[src/rtl/add_sub_pkg.sv]
// Shared types and constants for the bit-serial add/subtract engine.
package add_sub_pkg;

  typedef enum logic [1:0] {
    IDLE  = 2'd0,
    SHIFT = 2'd1,
    DONE  = 2'd2
  } state_t;

  localparam logic MODE_ADD = 1'b0;
  localparam logic MODE_SUB = 1'b1;

  // Carry out of a full-adder cell.
  function automatic logic maj3(input logic x, input logic y, input logic z);
    return (x & y) | (x & z) | (y & z);
  endfunction

endpackage

[src/rtl/full_adder.sv]
// Single full-adder cell shared by every bit position of the serial datapath.
module full_adder
  import add_sub_pkg::*;
(
  input  logic a,
  input  logic b,
  input  logic cin,
  output logic sum,
  output logic cout
);

  assign sum  = a ^ b ^ cin;
  assign cout = maj3(a, b, cin);

endmodule

[src/rtl/serial_add_sub_unit.sv]
// Bit-serial add/subtract engine: LSB-first through one full adder, valid/ready on both sides.
module serial_add_sub_unit
  import add_sub_pkg::*;
#(
  parameter int WIDTH = 4
) (
  input  logic             clk,
  input  logic             rst_n,
  input  logic             in_valid,
  output logic             in_ready,
  input  logic [WIDTH-1:0] in_a,
  input  logic [WIDTH-1:0] in_b,
  input  logic             in_m,
  input  logic             in_en,
  output logic             out_valid,
  input  logic             out_ready,
  output logic [WIDTH-1:0] out_result,
  output logic             out_carry,
  output logic             out_ovf
);

  localparam int             CW       = (WIDTH > 2) ? $clog2(WIDTH) : 1;
  localparam logic [CW-1:0]  LAST_BIT = CW'(WIDTH - 1);

  state_t           state_r;
  logic [WIDTH-1:0] a_r;
  logic [WIDTH-1:0] b_r;
  logic [WIDTH-2:0] res_r;
  logic [CW-1:0]    cnt_r;
  logic             c_r;
  logic             m_r;
  logic             en_r;

  logic             b_bit_s;
  logic             sum_s;
  logic             cout_s;
  logic [WIDTH-1:0] res_next_s;

  // Subtraction inverts B bit by bit; the +1 comes from the carry flop preset to m.
  assign b_bit_s    = b_r[0] ^ m_r;
  assign res_next_s = {sum_s, res_r};

  full_adder u_fa (
    .a    (a_r[0]),
    .b    (b_bit_s),
    .cin  (c_r),
    .sum  (sum_s),
    .cout (cout_s)
  );

  // Control FSM, serial datapath and registered handshake/result outputs.
  always_ff @(posedge clk or negedge rst_n) begin
    if (!rst_n) begin
      state_r    <= IDLE;
      a_r        <= {WIDTH{1'b0}};
      b_r        <= {WIDTH{1'b0}};
      res_r      <= {(WIDTH-1){1'b0}};
      cnt_r      <= {CW{1'b0}};
      c_r        <= 1'b0;
      m_r        <= MODE_ADD;
      en_r       <= 1'b0;
      in_ready   <= 1'b1;
      out_valid  <= 1'b0;
      out_result <= {WIDTH{1'b0}};
      out_carry  <= 1'b0;
      out_ovf    <= 1'b0;
    end else begin
      case (state_r)
        IDLE: begin
          if (in_valid && in_ready) begin
            a_r      <= in_a;
            b_r      <= in_b;
            c_r      <= in_m;
            m_r      <= in_m;
            en_r     <= in_en;
            cnt_r    <= {CW{1'b0}};
            in_ready <= 1'b0;
            state_r  <= SHIFT;
          end
        end
        SHIFT: begin
          a_r   <= {1'b0, a_r[WIDTH-1:1]};
          b_r   <= {1'b0, b_r[WIDTH-1:1]};
          res_r <= res_next_s[WIDTH-1:1];
          c_r   <= cout_s;
          cnt_r <= cnt_r + {{(CW-1){1'b0}}, 1'b1};
          // On the MSB, c_r is still the carry into it, so ovf is c_r ^ cout.
          if (cnt_r == LAST_BIT) begin
            out_valid  <= 1'b1;
            out_result <= en_r ? res_next_s : {WIDTH{1'b0}};
            out_carry  <= en_r & cout_s;
            out_ovf    <= en_r & (c_r ^ cout_s);
            state_r    <= DONE;
          end
        end
        DONE: begin
          if (out_valid && out_ready) begin
            out_valid <= 1'b0;
            in_ready  <= 1'b1;
            state_r   <= IDLE;
          end
        end
        default: begin
          out_valid <= 1'b0;
          in_ready  <= 1'b1;
          state_r   <= IDLE;
        end
      endcase
    end
  end

endmodule

[config.mk]
export PLATFORM = sky130hd
export DESIGN_NAME = serial_add_sub_unit
export DESIGN_NICKNAME = d
export VERILOG_FILES = /design/src/rtl/add_sub_pkg.sv /design/src/rtl/full_adder.sv /design/src/rtl/serial_add_sub_unit.sv
export SDC_FILE = /design/constraint.sdc
export NUM_CORES = 1
export LEC_CHECK = 0
export ABC_AREA = 1
export CAP_MARGIN = 25
export CORE_UTILIZATION = 50
export CTS_CLUSTER_DIAMETER = 120
export DETAILED_ROUTE_END_ITERATION = 12
export PLACE_DENSITY = 0.76
export SETUP_SLACK_MARGIN = 0.1
export SLEW_MARGIN = 30
export SYNTH_ARGS = -nofsm -noshare
export SYNTH_HDL_FRONTEND = slang
export SYNTH_SLANG_ARGS = --single-unit
[constraint.sdc]
create_clock -name clk -period 1.8 [get_ports clk]
set_input_delay 0.27 -clock clk [delete_from_list [all_inputs] [get_ports clk]]
set_output_delay 0.27 -clock clk [all_outputs]
set_load 0.01 [all_outputs]
==> results.json, run 1 <==
{
  "peakVddDrop_mv": 0.9505,
  "routed_wirelength_microns": 2232,
  "synth_area_leaders": "dfrtp_1, nand2_1, nand3_1, o21ai_0, inv_1",
  "postCtsHoldBufs": 0,
  "clock_sinks": 26,
  "period_needed_ps": 1571,
  "placementRows": 17,
  "die-area_sq_um": 2540,
  "grt_pass1_wl_microns": 3864,
  "diodes": 0,
  "synthesis.area_sq_um": 1171,
  "power_uw": 2377,
  "hpwl_microns": 1622,
  "slowest_stage": "fa_1",
  "synth.most_common_cell": "nand2_1",
  "ys.flop_type": "dfrtp_1",
  "leakage_uw": 0.0007655,
  "synth-seq-cells": 26,
  "routabilityCongestion": 0.7568,
  "ys_types": 19,
  "finalCritPeriodShare_pct": 87.26,
  "pin_count": 22,
  "cts_tree": "built",
  "drtIter0Drc": 14,
  "critPathKind": "reg2reg",
  "clk_pin_slew_worst_paths_ps": 140,
  "cts_buffers": 3,
  "endpoint": "out_ovf$_DFFE_PN0P_",
  "cp_max_fo": 4,
  "setup_viol": 0,
  "multiInputGateArea_sq_um": 462.9,
  "grt_max_degree": 27,
  "cts_max_level": 1,
  "cts_buffer_depth": 2,
  "yosys.area.top_type_share_pct": 53.42,
  "fin_skew_ps": 1.143,
  "drc_errors": 0,
  "first_pass_iters": 4,
  "fillCellCount": 192,
  "regArea_sq_um": 651.9,
  "required_ps": 2030,
  "setup_tns_ps": 0,
  "crit_start": "m_r$_DFFE_PN0P_",
  "final_nets": 182,
  "die_h_microns": 50.40,
  "clock_tree.root_cell": "clkbuf_4",
  "antenna_left": 0,
  "overflow": 0,
  "die_x_microns": 50.40,
  "core_region_area_sq_um": 2212,
  "max_freq_mhz": 636.7,
  "antenna_found_initial": 0,
  "arrival_ps": 1800,
  "async_flop_share_pct": 100.0,
  "power_density_nw_per_um2": 1638,
  "startpoint_type": "register",
  "num_vias": 925,
  "hold_class": "in2async",
  "yosysTopAreaCell": "dfrtp_1",
  "cap_violations": 0,
  "avgSynthCellArea_sq_um": 8.365,
  "wl_per_cell_microns": 11.56,
  "crit_path_cell_trace": "xor2_1, fa_1, or2_2, nand3_1, o21ai_1",
  "grt_pass1_vias": 860,
  "vias_per_cell": 4.793,
  "grtUsageTotal_pct": 20.16,
  "syn_inst": 140,
  "synth-edff-count": 0,
  "r2r-end": "out_ovf$_DFFE_PN0P_",
  "cts_setup_buffers": 0,
  "status": "finished, final reports clean",
  "tightest_slew_ps": 322.6,
  "cp_slowest_stage_delay_ps": 440,
  "ys_top_cells_by_count": "nand2_1, dfrtp_1, inv_1, nand3_1, o21ai_0",
  "maxSlewViolCount": 0,
  "synth_warnings": 0,
  "io_buffers": 21,
  "end_kind": "register",
  "hold_viol": 0,
  "rrSetupSlack_ps": 230,
  "reg2reg_from": "m_r$_DFFE_PN0P_",
  "rr_worst_depth": 5,
  "maxSlewHeadroom_pct": 78.50,
  "drive_gt1_share_pct": 9.091,
  "rsz0062_at_grt": "false",
  "syn-num-nets": 156,
  "syn2layout_area_growth_pct": 23.93,
  "seq_area_frac_synth_pct": 55.66,
  "start_util_pct": 52.94,
  "clk_latency_ps": 320
}
## power breakdown
part	internal, uW	leakage (uW)	switching [uW]
combinational	440	0.000411	606
clock	124	0.0000210	177
sequential	846	0.000333	185
## cell type report
class	instances	area share (%)
Inverter	12	3.103
Clock buffer	4	2.500
Tap cell	28	2.414
Multi-Input combinational cell	101	31.90
Timing Repair Buffer	22	15.17
Sequential cell	26	44.91
## state kept, by name, indices dropped and copies added, names as in the netlist
register    flops
a_r             4
b_r             4
c_r             1
cnt_r           2
en_r            1
in_ready        1
m_r             1
out_carry       1
out_ovf         1
out_result      4
out_valid       1
res_r           3
state_r         2
## layout by cell type, fill, tap and decap left out
cell / n
fa_1: 1
clkbuf_8: 1
o21ai_0: 7
dfrtp_1: 25
or2_2: 1
nor2_4: 1
nand2_4: 2
nand2_2: 1
o21a_1: 1
buf_4: 1
o21ai_1: 2
inv_2: 4
nand2_1: 68
clkbuf_4: 3
clkdlybuf4s50_1: 20
xor2_1: 1
ha_1: 1
a21oi_1: 1
dlymetal6s2s_1: 1
nand3_1: 8
inv_1: 8
dfstp_2: 1
nor2_1: 6
## stage by stage
step / hold slack (ps) / setup slack (ps) / cell area, sq um / instances / util, %
6_report: 298.0 / 229.3 / 1451 / 193 / 65.61
5_1_grt: 334.1 / 169.5 / 1451 / 193 / 65.61
4_1_cts: 312.1 / 113.2 / 1449 / 193 / 65.50
3_5_place_dp: 464.6 / 241.5 / 1413 / 189 / 63.86
3_3_place_gp: 456.8 / 312.4 / 1413 / 189 / 63.86
2_1_floorplan: -25.59 / 334.9 / 1171 / 140 / -
## repair_timing
| item | in CTS | in global routing |
|---|---|---|
| gates resized for setup | 0 | 1 |
| endpoints found under the hold margin | 0 | 0 |
| endpoints found under the setup margin | 0 | 1 |
## metal layers
metal / global-route usage (%) / wire, microns / vias to the layer above
met2: 34.44 / 1095 / 21
met3: 2.727 / 73 / 2
met1: 26.73 / 1051 / 420
met4: 5.556 / 11 / 0
li1: - / - / 482
met5: 0 / 0 / -
## critical path: cells and delay by family (launching register included)
family	cells	cell delay (ps)
flops	1	420
xor+xnor	1	180
simple gates	2	380
fa+ha+maj	1	440
compound gates	1	60
## how the worst min path moves through the flow
stage | startpoint | endpoint | slack (ps) | cells after the start
4_1_cts | rst_n | out_valid$_DFFE_PN0P_ | 310 | 2
5_1_grt | rst_n | out_valid$_DFFE_PN0P_ | 330 | 2
3_3_place_gp | a_r[1]$_DFFE_PN0P_ | a_r[1]$_DFFE_PN0P_ | 460 | 2
3_5_place_dp | out_result[2]$_DFFE_PN0P_ | out_result[2]$_DFFE_PN0P_ | 460 | 2
6_report | rst_n | out_valid$_DFFE_PN0P_ | 300 | 2
2_1_floorplan | rst_n | a_r[0]$_DFFE_PN0P_ | -30 | 0
## logic make-up after synthesis
family	share of synthesized area (%)
adder cells (fa/ha/maj)	2.778
AND/OR/NAND/NOR	31.09
XOR/XNOR	0.7480
buffers and inverters	4.807
flip-flops	55.66
AO/OA/AOI/OAI	4.914
No activity file was read; power rests on OpenSTA's default activity.
==> run 2, diff against run 1 <==
--- a/config.mk
+++ b/config.mk
@@ -10,6 +10,7 @@
 export CORE_UTILIZATION = 50
 export CTS_CLUSTER_DIAMETER = 120
 export DETAILED_ROUTE_END_ITERATION = 12
+export GPL_TIMING_DRIVEN = 0
 export PLACE_DENSITY = 0.76
 export SETUP_SLACK_MARGIN = 0.1
 export SLEW_MARGIN = 30
==> run 2 against run 1 <==
  * Via count rose by 1.2%
  * Clock power down 3%
  * Register-to-register slack is essentially flat
  * Critical endpoint unchanged
  * Sequential share of layout area is 0.27 points lower
  * Combinational power hardly changed
  * Die area unchanged
  * Final area grew 0.60%
  * Sequential power hardly changed
  * Setup slack better by 8.5 ps
  * Sequential cell count unchanged
  * Critical path type unchanged
  * Final cell count is 0.52% higher
==> results.json, run 2 (synthesis gave the netlist of run 1 again) <==
{
  "status": "finished, final reports clean",
  "arrival_ps": 1790,
  "placementRows": 17,
  "finalCritPeriodShare_pct": 86.79,
  "drtIter0Drc": 19,
  "multiInputGateArea_sq_um": 462.9,
  "startpoint_type": "register",
  "hold_class": "in2async",
  "gr-usage-met3_pct": 2.727,
  "power_density_nw_per_um2": 1617,
  "grtUsageTotal_pct": 19.70,
  "cts_max_level": 1,
  "rsz0062_at_grt": "false",
  "grt_pass1_vias": 913,
  "rr_worst_depth": 5,
  "busiest_layer": "met2",
  "wl_per_cell_microns": 10.69,
  "cts_setup_buffers": 0,
  "final_cell_mix": "nand2_1, dfrtp_1, clkdlybuf4s50_1, inv_1, nand3_1",
  "drive_gt1_share_pct": 9.639,
  "leakage_uw": 0.0007709,
  "antenna_left": 0,
  "routed_wirelength_microns": 2073,
  "drc_errors": 0,
  "start_util_pct": 52.94,
  "cts_buffer_depth": 2,
  "end_kind": "register",
  "critPathKind": "reg2reg",
  "regArea_sq_um": 651.9,
  "grt_max_degree": 27,
  "cap_violations": 0,
  "max_freq_mhz": 640.1,
  "required_ps": 2020,
  "setup_viol": 0,
  "clock_sinks": 26,
  "final_nets": 183,
  "rrSetupSlack_ps": 240,
  "grt_util_met2_pct": 34.89,
  "cts_buffers": 3,
  "routabilityCongestion": 0.8154,
  "clock_tree.root_cell": "clkbuf_4",
  "peakVddDrop_mv": 0.9520,
  "core_region_area_sq_um": 2212,
  "period_needed_ps": 1562,
  "tightest_slew_ps": 569.3,
  "die_x_microns": 50.40,
  "fillCellCount": 195,
  "cts_tree": "built",
  "pin_count": 22,
  "antenna_found_initial": 0,
  "die_h_microns": 50.40,
  "final_common_cell": "nand2_1",
  "hpwl_microns": 1494,
  "syn2layout_area_growth_pct": 24.68,
  "maxSlewHeadroom_pct": 62.05,
  "top_regs": "a_r (4), b_r (4), out_result (4)",
  "first_pass_iters": 4,
  "fin_cells": 194,
  "grtUsageMet1_pct": 24.36,
  "dp_cells": 189,
  "num_vias": 936,
  "diodes": 0,
  "fin_skew_ps": 6.452,
  "overflow": 0,
  "clk_pin_slew_worst_paths_ps": 140,
  "die-area_sq_um": 2540,
  "hold_viol": 0,
  "cp_max_fo": 4,
  "setup_tns_ps": 0,
  "vias_per_cell": 4.825,
  "clk_latency_ps": 320,
  "maxSlewViolCount": 0,
  "io_buffers": 21,
  "grt_pass1_wl_microns": 3760
}
-- run 2: where the power goes --
part	internal [uW]	switching, uW
clock	124	167
combinational	459	596
sequential	846	169
-- run 2: final timing paths --
path / startpoint / end
max: m_r$_DFFE_PN0P_ / out_ovf$_DFFE_PN0P_
min: rst_n / out_result[2]$_DFFE_PN0P_
max reg2reg: m_r$_DFFE_PN0P_ / out_ovf$_DFFE_PN0P_
min reg2reg: a_r[1]$_DFFE_PN0P_ / a_r[1]$_DFFE_PN0P_
max in group asynchronous: rst_n / in_ready$_DFFE_PN1P_
min in group clk: in_en / en_r$_DFFE_PN0P_
-- run 2: layer usage --
layer | vias to the layer above | wire (microns) | part of all wire, %
met5 | - | 0 | 0
met4 | 0 | 10 | 0.48
met3 | 2 | 63 | 3.0
met2 | 17 | 1014 | 49
met1 | 435 | 985 | 48
li1 | 482 | - | -
-- run 2: timing repair --
action / in CTS / in global routing
resized for setup: 0 / 1
hold buffers: 1 / 0
hold endpoints to repair: 25 / 0
endpoints found under the setup margin: 0 / 1
-- run 2: cell type report --
| type | instances | share of cell area [%] |
|---|---|---|
| flip-flops and latches | 26 | 44.64 |
| multi-input cells | 101 | 31.71 |
| repair buffers | 22 | 14.91 |
| inverters | 12 | 3.085 |
| clock buffers | 4 | 2.485 |
| well taps | 28 | 2.399 |
| plain buffers | 1 | 0.7712 |
-- run 2: stage by stage --
| step | power [uW] | setup WS, ps | hold slack [ps] | cell area [sq um] | util [%] |
|---|---|---|---|---|---|
| finish | 2361 | 237.8 | 458.0 | 1460 | 66.01 |
| global route | 2596 | 142.7 | 508.8 | 1460 | 66.01 |
| CTS | 2396 | 111.2 | 470.4 | 1458 | 65.89 |
| floorplan | 1737 | 334.9 | -25.59 | 1171 | - |
| global placement | 2054 | 154.3 | 455.6 | 1416 | 64.03 |
| detailed placement | 2096 | 250.3 | 299.2 | 1411 | 63.80 |
-- run 2: worst max-delay path, cell delays in order, from the launching register on --
cell,delay [ps]
dfrtp_1,420
xor2_1,180
fa_1,430
or2_2,320
nand3_1,70
o21ai_1,50
==> run 3, diff against run 2 <==
==> constraint.sdc (replaced) <==
create_clock -name clk -period 1.8 [get_ports clk]
set_input_delay 0.18 -clock clk [delete_from_list [all_inputs] [get_ports clk]]
set_output_delay 0.18 -clock clk [all_outputs]
set_load 0.01 [all_outputs]
==> run 3 against run 2 <==
  * First-iteration DRC count unchanged
  * Die area is the same
  * Routed wire length barely moved
  * Via count is 0.21% higher
  * Power rose by 0.11%
  * Final area shrank 0.17%
  * Combinational power about the same
  * Sequential share of layout area is 0.077 points higher
  * Critical path type is now reg2out
  * Largest cell class unchanged
  * Largest power group unchanged
==> results.json, run 3 (synthesis gave the netlist of run 1 again) <==
{
  "status": "finished, final reports clean",
  "multiInputGateArea_sq_um": 462.9,
  "combinationalPowerShare_pct": 44.7,
  "arrival_ps": 1400,
  "syn2layout_area_growth_pct": 24.47,
  "routed_wirelength_microns": 2074,
  "grt_max_degree": 27,
  "fin_skew_ps": 5.161,
  "diodes": 0,
  "cts_max_level": 1,
  "critPathKind": "reg2out",
  "hold_class": "in2async",
  "routabilityCongestion": 0.8154,
  "overflow": 0,
  "cts_buffers": 3,
  "final_common_cell": "nand2_1",
  "cts_buffer_depth": 2,
  "drive_gt1_share_pct": 9.639,
  "crit_path_cell_trace": "clkdlybuf4s50_1",
  "grtUsageTotal_pct": 19.70,
  "max_freq_mhz": 631.7,
  "first_pass_iters": 4,
  "pin_count": 22,
  "final_nets": 183,
  "startpoint_type": "register",
  "clock_sinks": 26,
  "slowest_stage": "dfstp_2",
  "cts_tree": "built",
  "setup_viol": 0,
  "final_cell_mix": "nand2_1, dfrtp_1, clkdlybuf4s50_1, inv_1, nand3_1",
  "cap_violations": 0,
  "cp_num_buf_inv": 1,
  "antenna_left": 0,
  "whs_ps": 368.4,
  "die_h_microns": 50.40,
  "end_kind": "output port",
  "required_ps": 1620,
  "die-area_sq_um": 2540,
  "antenna_found_initial": 0,
  "seqPwrFrac_pct": 43.0,
  "clkPwrFrac_pct": 12.4,
  "num_vias": 938,
  "hpwl_microns": 1494,
  "wl_per_cell_microns": 10.69,
  "fin_area_sq_um": 1458,
  "p_int_uw": 1432,
  "fillCellCount": 197,
  "cts_resized": 0,
  "drc_errors": 0,
  "rsz0062_at_grt": "false",
  "switchingPower_uw": 932.4,
  "maxSlewHeadroom_pct": 62.03,
  "cp_max_fo": 3,
  "core_region_area_sq_um": 2212,
  "drtIter0Drc": 19,
  "crit_family": "flip-flops",
  "top_regs": "a_r (4), b_r (4), out_result (4)",
  "maxSlewViolCount": 0,
  "grt_pass1_vias": 913,
  "vias_per_cell": 4.835,
  "peakVddDrop_mv": 0.9545,
  "leakage_uw": 0.0007574,
  "clk_pin_slew_worst_paths_ps": 140,
  "setup_tns_ps": 0,
  "cp_slowest_stage_delay_ps": 560,
  "place_area_sq_um": 1411,
  "hold_viol": 0,
  "placementRows": 17,
  "tightest_slew_ps": 569.5,
  "clock_tree.root_cell": "clkbuf_4",
  "post-place-ws_ps": 250.3,
  "start_util_pct": 52.94,
  "power_uw": 2364,
  "power_density_nw_per_um2": 1622,
  "finalWorstSetupSlack_ps": 216.9,
  "clk_latency_ps": 320,
  "period_needed_ps": 1583,
  "die_x_microns": 50.40,
  "finalCritPeriodShare_pct": 87.95,
  "io_buffers": 21,
  "grt_pass1_wl_microns": 3760,
  "power.share.switching_pct": 39.44,
  "regArea_sq_um": 651.9
}
run 3: changes by cell type in the layout (fill, tap and decap cells not counted), sizes merged:
| cell | before | now |
|---|---|---|
| dlymetal6s2s | 1 | 0 |
| clkdlybuf4s50 | 19 | 20 |
run 3: worst reg2reg max path, cell delays in order, from the launching register on:
cell     delay, ps
dfrtp_1        420
xor2_1         180
fa_1           430
or2_2          320
nand3_1         70
o21ai_1         50
run 3: path summary, 6_finish.rpt:
kind / cells past startpoint / from / to / slack, ps
setup / recovery: 1 / in_ready$_DFFE_PN1P_ / in_ready / 220
hold / removal: 2 / rst_n / out_result[2]$_DFFE_PN0P_ / 370
setup reg to reg: 5 / m_r$_DFFE_PN0P_ / out_ovf$_DFFE_PN0P_ / 240
hold reg to reg: 2 / a_r[1]$_DFFE_PN0P_ / a_r[1]$_DFFE_PN0P_ / 490
max in group asynchronous: 2 / rst_n / in_ready$_DFFE_PN1P_ / 1050
min in group clk: 3 / in_en / en_r$_DFFE_PN0P_ / 390
run 3: power groups by stage:
stage	logic [uW]	clock network, uW	registers (uW)
detailed placement	1060	0	1030
finish	1060	292	1020
CTS	1070	307	1020
global route	1230	317	1060
floorplan	701	0	1040
global placement	1030	0	1020
run 3: per-stage QoR:
step                      utilization, %  instances
after floorplan                        -        140
after global placement             64.03        189
after detailed placement           63.80        189
after CTS                          65.89        194
after global routing               65.89        194
final                              65.89        194
run 3: layer usage:
layer | global-route usage (%) | vias to the layer above | share of wire (%)
li1 | - | 483 | -
met1 | 24.36 | 436 | 48
met2 | 34.89 | 17 | 49
met3 | 2.727 | 2 | 3.0
met4 | 6.944 | 0 | 0.48
met5 | 0 | - | 0
run 3: cell type report:
class | count | area share, %
tap | 28 | 2.403
buffer | 1 | 0.7725
inverter | 12 | 3.090
sequential | 26 | 44.72
multi-input combinational | 101 | 31.76
clock buffer | 4 | 2.489
timing repair buffer | 22 | 14.76
run 3: what timing repair did:
action	4_1_cts	5_1_grt
hold buffers	1	0
endpoints found under the hold margin	25	0
setup buffers	0	0
endpoints found under the setup margin	0	0
